$ cat src/rtl/branch_predictor.sv
// -----------------------------------------------------------------------------
// branch_predictor
//
// Direct-mapped branch history table with per-entry valid bit, tag, target and
// 2-bit saturating direction counter. The fetch stage looks up the table
// combinationally; the execute stage trains it with the resolved outcome and
// raises a registered one-cycle mispredict pulse plus the correct next PC.
//
// Parameters
//   BHT_DEPTH : number of table entries (power of two, 4..64)
//   PC_W      : width of program counters and targets
//
// Ports
//   clk            : clock, all state changes on the rising edge
//   rst            : asynchronous active-low reset
//   if_valid       : fetch lookup request qualifier
//   if_pc          : fetch PC to predict
//   pred_taken     : predicted taken for if_pc
//   pred_target    : predicted next PC for if_pc
//   ex_valid       : resolved control-transfer instruction present in EX
//   ex_pc          : PC of the resolved instruction
//   ex_taken       : resolved direction
//   ex_target      : resolved target address
//   ex_pred_taken  : prediction carried down the pipe with the instruction
//   ex_pred_target : predicted next PC carried down the pipe
//   mispredict     : one-cycle flush pulse
//   redirect_pc    : correct next PC, held until the next mispredict
//   stat_branches    : (BP_STATS_EN only) count of resolved instructions
//   stat_mispredicts : (BP_STATS_EN only) count of detected mispredictions
//
// Optional feature: define BP_STATS_EN to add the two statistics counters.
// -----------------------------------------------------------------------------
module branch_predictor #(
    parameter int BHT_DEPTH = 16,
    parameter int PC_W      = 32
) (
    input  logic            clk,
    input  logic            rst,
    input  logic            if_valid,
    input  logic [PC_W-1:0] if_pc,
    output logic            pred_taken,
    output logic [PC_W-1:0] pred_target,
    input  logic            ex_valid,
    input  logic [PC_W-1:0] ex_pc,
    input  logic            ex_taken,
    input  logic [PC_W-1:0] ex_target,
    input  logic            ex_pred_taken,
    input  logic [PC_W-1:0] ex_pred_target,
    output logic            mispredict,
    output logic [PC_W-1:0] redirect_pc
`ifdef BP_STATS_EN
    ,
    output logic [31:0]     stat_branches,
    output logic [31:0]     stat_mispredicts
`endif
);

    localparam int IDX_W = $clog2(BHT_DEPTH);
    localparam int TAG_W = PC_W - IDX_W - 2;
    localparam logic [PC_W-1:0] PC_STEP = PC_W'(4);

    localparam logic [1:0] CTR_STRONG_NT = 2'b00;
    localparam logic [1:0] CTR_WEAK_NT   = 2'b01;
    localparam logic [1:0] CTR_WEAK_T    = 2'b10;
    localparam logic [1:0] CTR_STRONG_T  = 2'b11;

    logic             bht_valid  [BHT_DEPTH];
    logic [TAG_W-1:0] bht_tag    [BHT_DEPTH];
    logic [PC_W-1:0]  bht_target [BHT_DEPTH];
    logic [1:0]       bht_ctr    [BHT_DEPTH];

    logic [IDX_W-1:0] if_idx;
    logic [TAG_W-1:0] if_tag;
    logic             if_hit;

    logic [IDX_W-1:0] ex_idx;
    logic [TAG_W-1:0] ex_tag;
    logic             ex_hit;
    logic [1:0]       ex_cur_ctr;
    logic [1:0]       ex_next_ctr;
    logic [PC_W-1:0]  correct_pc;
    logic             ex_error;

    // The two low PC bits never take part in indexing or tagging.
    logic unused_pc_bits;
    assign unused_pc_bits = ^{if_pc[1:0], ex_pc[1:0], ex_pred_taken};

    assign if_idx = if_pc[IDX_W+1:2];
    assign if_tag = if_pc[PC_W-1:IDX_W+2];
    assign ex_idx = ex_pc[IDX_W+1:2];
    assign ex_tag = ex_pc[PC_W-1:IDX_W+2];

    // Fetch-side lookup reads the registered table directly, so an update in
    // flight this cycle is not visible until the following cycle. Gating with
    // rst keeps the prediction at fall-through while reset is held.
    assign if_hit      = rst && if_valid && bht_valid[if_idx] && (bht_tag[if_idx] == if_tag);
    assign pred_taken  = if_hit && bht_ctr[if_idx][1];
    assign pred_target = pred_taken ? bht_target[if_idx] : (if_pc + PC_STEP);

    assign ex_hit = bht_valid[ex_idx] && (bht_tag[ex_idx] == ex_tag);

    // The carried prediction is compared as a full next-PC, which catches both
    // a wrong direction and a wrong target with a single comparison.
    assign correct_pc = ex_taken ? ex_target : (ex_pc + PC_STEP);
    assign ex_error   = ex_valid && (ex_pred_target != correct_pc);

    // Saturating counter step for the entry being trained.
    always_comb begin
        ex_cur_ctr  = bht_ctr[ex_idx];
        ex_next_ctr = ex_cur_ctr;
        if (ex_taken) begin
            if (ex_cur_ctr != CTR_STRONG_T) begin
                ex_next_ctr = ex_cur_ctr + 2'b01;
            end
        end else begin
            if (ex_cur_ctr != CTR_STRONG_NT) begin
                ex_next_ctr = ex_cur_ctr - 2'b01;
            end
        end
    end

    // Table training: hits adjust the counter (and target on taken), taken
    // misses allocate a fresh weak-taken entry, not-taken misses are dropped.
    always_ff @(posedge clk or negedge rst) begin
        if (!rst) begin
            for (int i = 0; i < BHT_DEPTH; i++) begin
                bht_valid[i]  <= 1'b0;
                bht_tag[i]    <= '0;
                bht_target[i] <= '0;
                bht_ctr[i]    <= CTR_WEAK_NT;
            end
        end else if (ex_valid) begin
            if (ex_hit) begin
                bht_ctr[ex_idx] <= ex_next_ctr;
                if (ex_taken) begin
                    bht_target[ex_idx] <= ex_target;
                end
            end else if (ex_taken) begin
                bht_valid[ex_idx]  <= 1'b1;
                bht_tag[ex_idx]    <= ex_tag;
                bht_target[ex_idx] <= ex_target;
                bht_ctr[ex_idx]    <= CTR_WEAK_T;
            end
        end
    end

    // Redirect register: pulses for exactly one cycle per error and keeps the
    // last correct PC otherwise so downstream logic can sample it late.
    always_ff @(posedge clk or negedge rst) begin
        if (!rst) begin
            mispredict  <= 1'b0;
            redirect_pc <= '0;
        end else begin
            mispredict <= ex_error;
            if (ex_error) begin
                redirect_pc <= correct_pc;
            end
        end
    end

`ifdef BP_STATS_EN
    // Free-running event counters; they wrap naturally at 32 bits.
    always_ff @(posedge clk or negedge rst) begin
        if (!rst) begin
            stat_branches    <= '0;
            stat_mispredicts <= '0;
        end else begin
            if (ex_valid) begin
                stat_branches <= stat_branches + 32'd1;
            end
            if (ex_error) begin
                stat_mispredicts <= stat_mispredicts + 32'd1;
            end
        end
    end
`endif

endmodule

$ cat config.mk
export PLATFORM = sky130hd
export DESIGN_NAME = branch_predictor
export DESIGN_NICKNAME = d
export VERILOG_FILES = /design/src/rtl/branch_predictor.sv
export SDC_FILE = /design/constraint.sdc
export NUM_CORES = 2
export LEC_CHECK = 0
export ABC_CLOCK_PERIOD_IN_PS = 9350
export CORE_MARGIN = 4
export CORE_UTILIZATION = 53
export CTS_BUF_LIST = sky130_fd_sc_hd__clkbuf_4
export CTS_CLUSTER_SIZE = 25
export DETAILED_ROUTE_END_ITERATION = 10
export PLACE_DENSITY_LB_ADDON = 0.2
export RECOVER_POWER = 100
export SLEW_MARGIN = 20
export SYNTH_ARGS = -nofsm -noshare
export SYNTH_HDL_FRONTEND = slang
export SYNTH_SLANG_ARGS = --single-unit
$ cat constraint.sdc
create_clock -name clk -period 9.35 [get_ports clk]
set_clock_uncertainty 0.15 [all_clocks]
set_input_delay 1.4025 -clock clk [delete_from_list [all_inputs] [get_ports clk]]
set_output_delay 1.4025 -clock clk [all_outputs]
set_load 0.05 [all_outputs]
==> results.json <==
{
  "status": "complete, but fails checks",
  "violations": "max-capacitance violations, max-slew violations",
  "drive_gt1_share_pct": 40.4,
  "preCtsSetupSlack_ns": 1.00,
  "drtIter0Drc": 3464,
  "tns_ns": 0,
  "syn_area_sq_um": 52900,
  "ys_seq_elements": 1009,
  "slew_viol_final": 1103,
  "cts_root_buffer": "clkbuf_4",
  "rsz0062_at_grt": "no",
  "globalplace.congestion": 0.987,
  "max_stage_delay_ns": 1.95,
  "startpoint_type": "input port",
  "cp.required_ns": 10.18,
  "end_kind": "flip-flop",
  "clk_pin_slew_ns": 0.06,
  "grt_antenna_before_repair": 10,
  "cts-htree-levels": 5,
  "cts_max_path_buffers": 4,
  "drc": 0,
  "grt_max_degree": 177,
  "power_density_nw_per_um2": 205,
  "port_buffers": 198,
  "wl_per_cell_um": 30.1,
  "syn_avg_cell_area_sq_um": 14.2,
  "antenna_left": 0,
  "via_count": 35000,
  "irDropWorstVdd_mv": 0.110,
  "period_share_pct": 95.7,
  "cts_buffers": 290,
  "nFillCells": 7904,
  "clock.fmax_ghz": 0.112,
  "die_h_um": 324,
  "die_w_um": 324,
  "cpMaxStageDelayCell": "clkbuf_2",
  "yosys_warnings": 0,
  "final_util_pct": 59.6,
  "start_util_pct": 53.6,
  "synth_edf_count": 0,
  "syn_inst": 3723,
  "fp.coreArea_sq_um": 98700,
  "hold_path_class": "flip-flop to flip-flop",
  "p_total_w": 0.0121,
  "via_per_inst": 6.45,
  "critPathMostFrequentCell": "buf_4",
  "cts_setup_buffers": 0,
  "cts_resized": 0,
  "gr-total-overflow": 0,
  "grt_pass1_vias": 35900,
  "wirelength_um": 163000,
  "final_hold_viol_count": 0,
  "finalSetupViolations": 0,
  "track_usage_pct": 31.6,
  "cp_max_fo": 71,
  "worst_slew_pin_slew_ns": 4.02,
  "relSlewSlack_pct": -168,
  "cts_sinks": 1009,
  "area_growth_pct": 11.3,
  "die_area_sq_um": 105000,
  "cp_cell_sequence": "clkbuf_1, clkbuf_2, mux4_2, mux2i_1, xnor2_1, or4_1, o22ai_1, o2111ai_1, buf_4, nor2_4, nor2_1, buf_4, mux2_1",
  "worst_slack_ns": 0.404,
  "grt_pass1_wl_um": 241000,
  "ys_seq_area_share_pct": 47.8,
  "fin_crit_ns": 8.95,
  "io_pins": 200,
  "cts_tree": "built",
  "crit_type": "input port to flip-flop",
  "rows": 115,
  "async_reset_ff_share_pct": 100,
  "arrival_ns": 9.77,
  "ctsHoldBuffers": 1,
  "insertion_delay_ns": 1.20,
  "maxCapViolCount": 29,
  "drt_first_pass_iters": 8,
  "p_leak_nw": 25.5,
  "synthFlopType": "dfrtp_1",
  "hpwl_um": 99900,
  "synth.distinct_cells": 80,
  "synth_fp_nets": 3862,
  "layout.nets": 4099
}
sequential cells by signal (all words and copies together), names as in the netlist:
register,cells
bht_valid,16
bht_tag,416
redirect_pc,32
mispredict,1
bht_ctr,32
bht_target,512
report_power, final:
group / leakage, nW / total (W) / internal, W / switching, W
Sequential: 12.8 / 0.00569 / 0.00520 / 0.000498
Combinational: 10.8 / 0.00253 / 0.00140 / 0.00113
Clock: 1.98 / 0.00383 / 0.00198 / 0.00184
synth_stat cells (29+ instances only):
cell type / number / area [sq um]
mux2_1: 216 / 2430
mux2i_1: 89 / 891
a21oi_1: 44 / 220
nor3_1: 29 / 145
nand3_1: 53 / 265
inv_1: 29 / 109
mux2_2: 732 / 8240
clkbuf_1: 212 / 796
nand2_1: 166 / 623
dfrtp_1: 993 / 24800
buf_4: 34 / 255
buf_2: 44 / 220
mux4_2: 382 / 8600
xnor2_1: 97 / 850
nor2_1: 65 / 244
xor2_1: 65 / 569
buf_1: 50 / 188
o21ai_0: 105 / 526
cells by family after synthesis:
| kind of cell | count (synthesis) | share of synthesized area, % |
|---|---|---|
| multiplexers | 1421 | 38.2 |
| flip-flops | 1009 | 47.8 |
| AND/OR/NAND/NOR | 478 | 4.69 |
| buffers and inverters | 389 | 3.40 |
| AO/OA/AOI/OAI | 257 | 3.00 |
| XOR/XNOR | 163 | 2.73 |
| adder cells (fa/ha/maj) | 6 | 0.137 |
layout make-up:
cell class | instances | area (sq um) | share of cell area, %
Antenna cell | 6 | 15.0 | 0.0255
Sequential cell | 1009 | 25300 | 42.9
Timing Repair Buffer | 303 | 2700 | 4.59
Clock inverter | 61 | 258 | 0.438
Tap cell | 1287 | 1610 | 2.74
Inverter | 31 | 116 | 0.198
Clock buffer | 401 | 3010 | 5.12
Multi-Input combinational cell | 2325 | 25900 | 43.9
routing by layer:
| metal | vias up | share of wire (%) | global-route usage, % |
|---|---|---|---|
| li1 | 14600 | - | - |
| met2 | 1723 | 44 | 45.9 |
| met1 | 18400 | 41 | 43.7 |
| met3 | 295 | 12 | 12.5 |
| met5 | - | 0.090 | 0.408 |
| met4 | 12 | 3.4 | 11.2 |
cells in the final DEF, fill, tap and decap left out, types with 63 or more instances in the layout:
master / synthesis / final
mux2i_1: 89 / 89
o21ai_0: 105 / 105
nor2_1: 65 / 63
xor2_1: 65 / 65
nand2_1: 166 / 161
mux4_2: 382 / 382
dlygate4sd3_1: 0 / 64
mux2_1: 216 / 217
clkdlybuf4s50_1: 0 / 125
dfrtp_1: 993 / 993
mux2_2: 732 / 731
buf_4: 34 / 66
clkbuf_4: 0 / 401
xnor2_1: 97 / 97
per-stage QoR:
step                instances  hold WS (ns)  cell area, sq um
floorplan                3723         0.294             52900
global placement         4954         0.304             55700
detailed placement       4954         0.307             55700
CTS                      5417         0.315             59000
global route             5418         0.345             58800
finish                   5423         0.316             58800
critical path, delay by kind of cell:
family / cells / cell delay [ns]
AND/OR/NAND/NOR: 3 / 1.74
buffers and inverters: 4 / 4.59
AO/OA/AOI/OAI: 2 / 0.22
XOR/XNOR: 1 / 0.64
multiplexers: 3 / 1.00
final timing paths:
kind	from	to	slack [ns]	cells past startpoint
hold reg to reg	bht_ctr[26]$_DFFE_PN1P_	bht_ctr[26]$_DFFE_PN1P_	0.32	2
min in group asynchronous	rst	bht_tag[251]$_DFFE_PN0P_	0.67	2
setup reg to reg	bht_tag[254]$_DFFE_PN0P_	bht_tag[308]$_DFFE_PN0P_	3.66	10
setup / recovery	ex_pc[5]	bht_tag[308]$_DFFE_PN0P_	0.40	13
hold / removal	bht_ctr[26]$_DFFE_PN1P_	bht_ctr[26]$_DFFE_PN1P_	0.32	2
max in group asynchronous	rst	bht_target[288]$_DFFE_PN0P_	1.62	7
(Power assumes the default switching activity.)
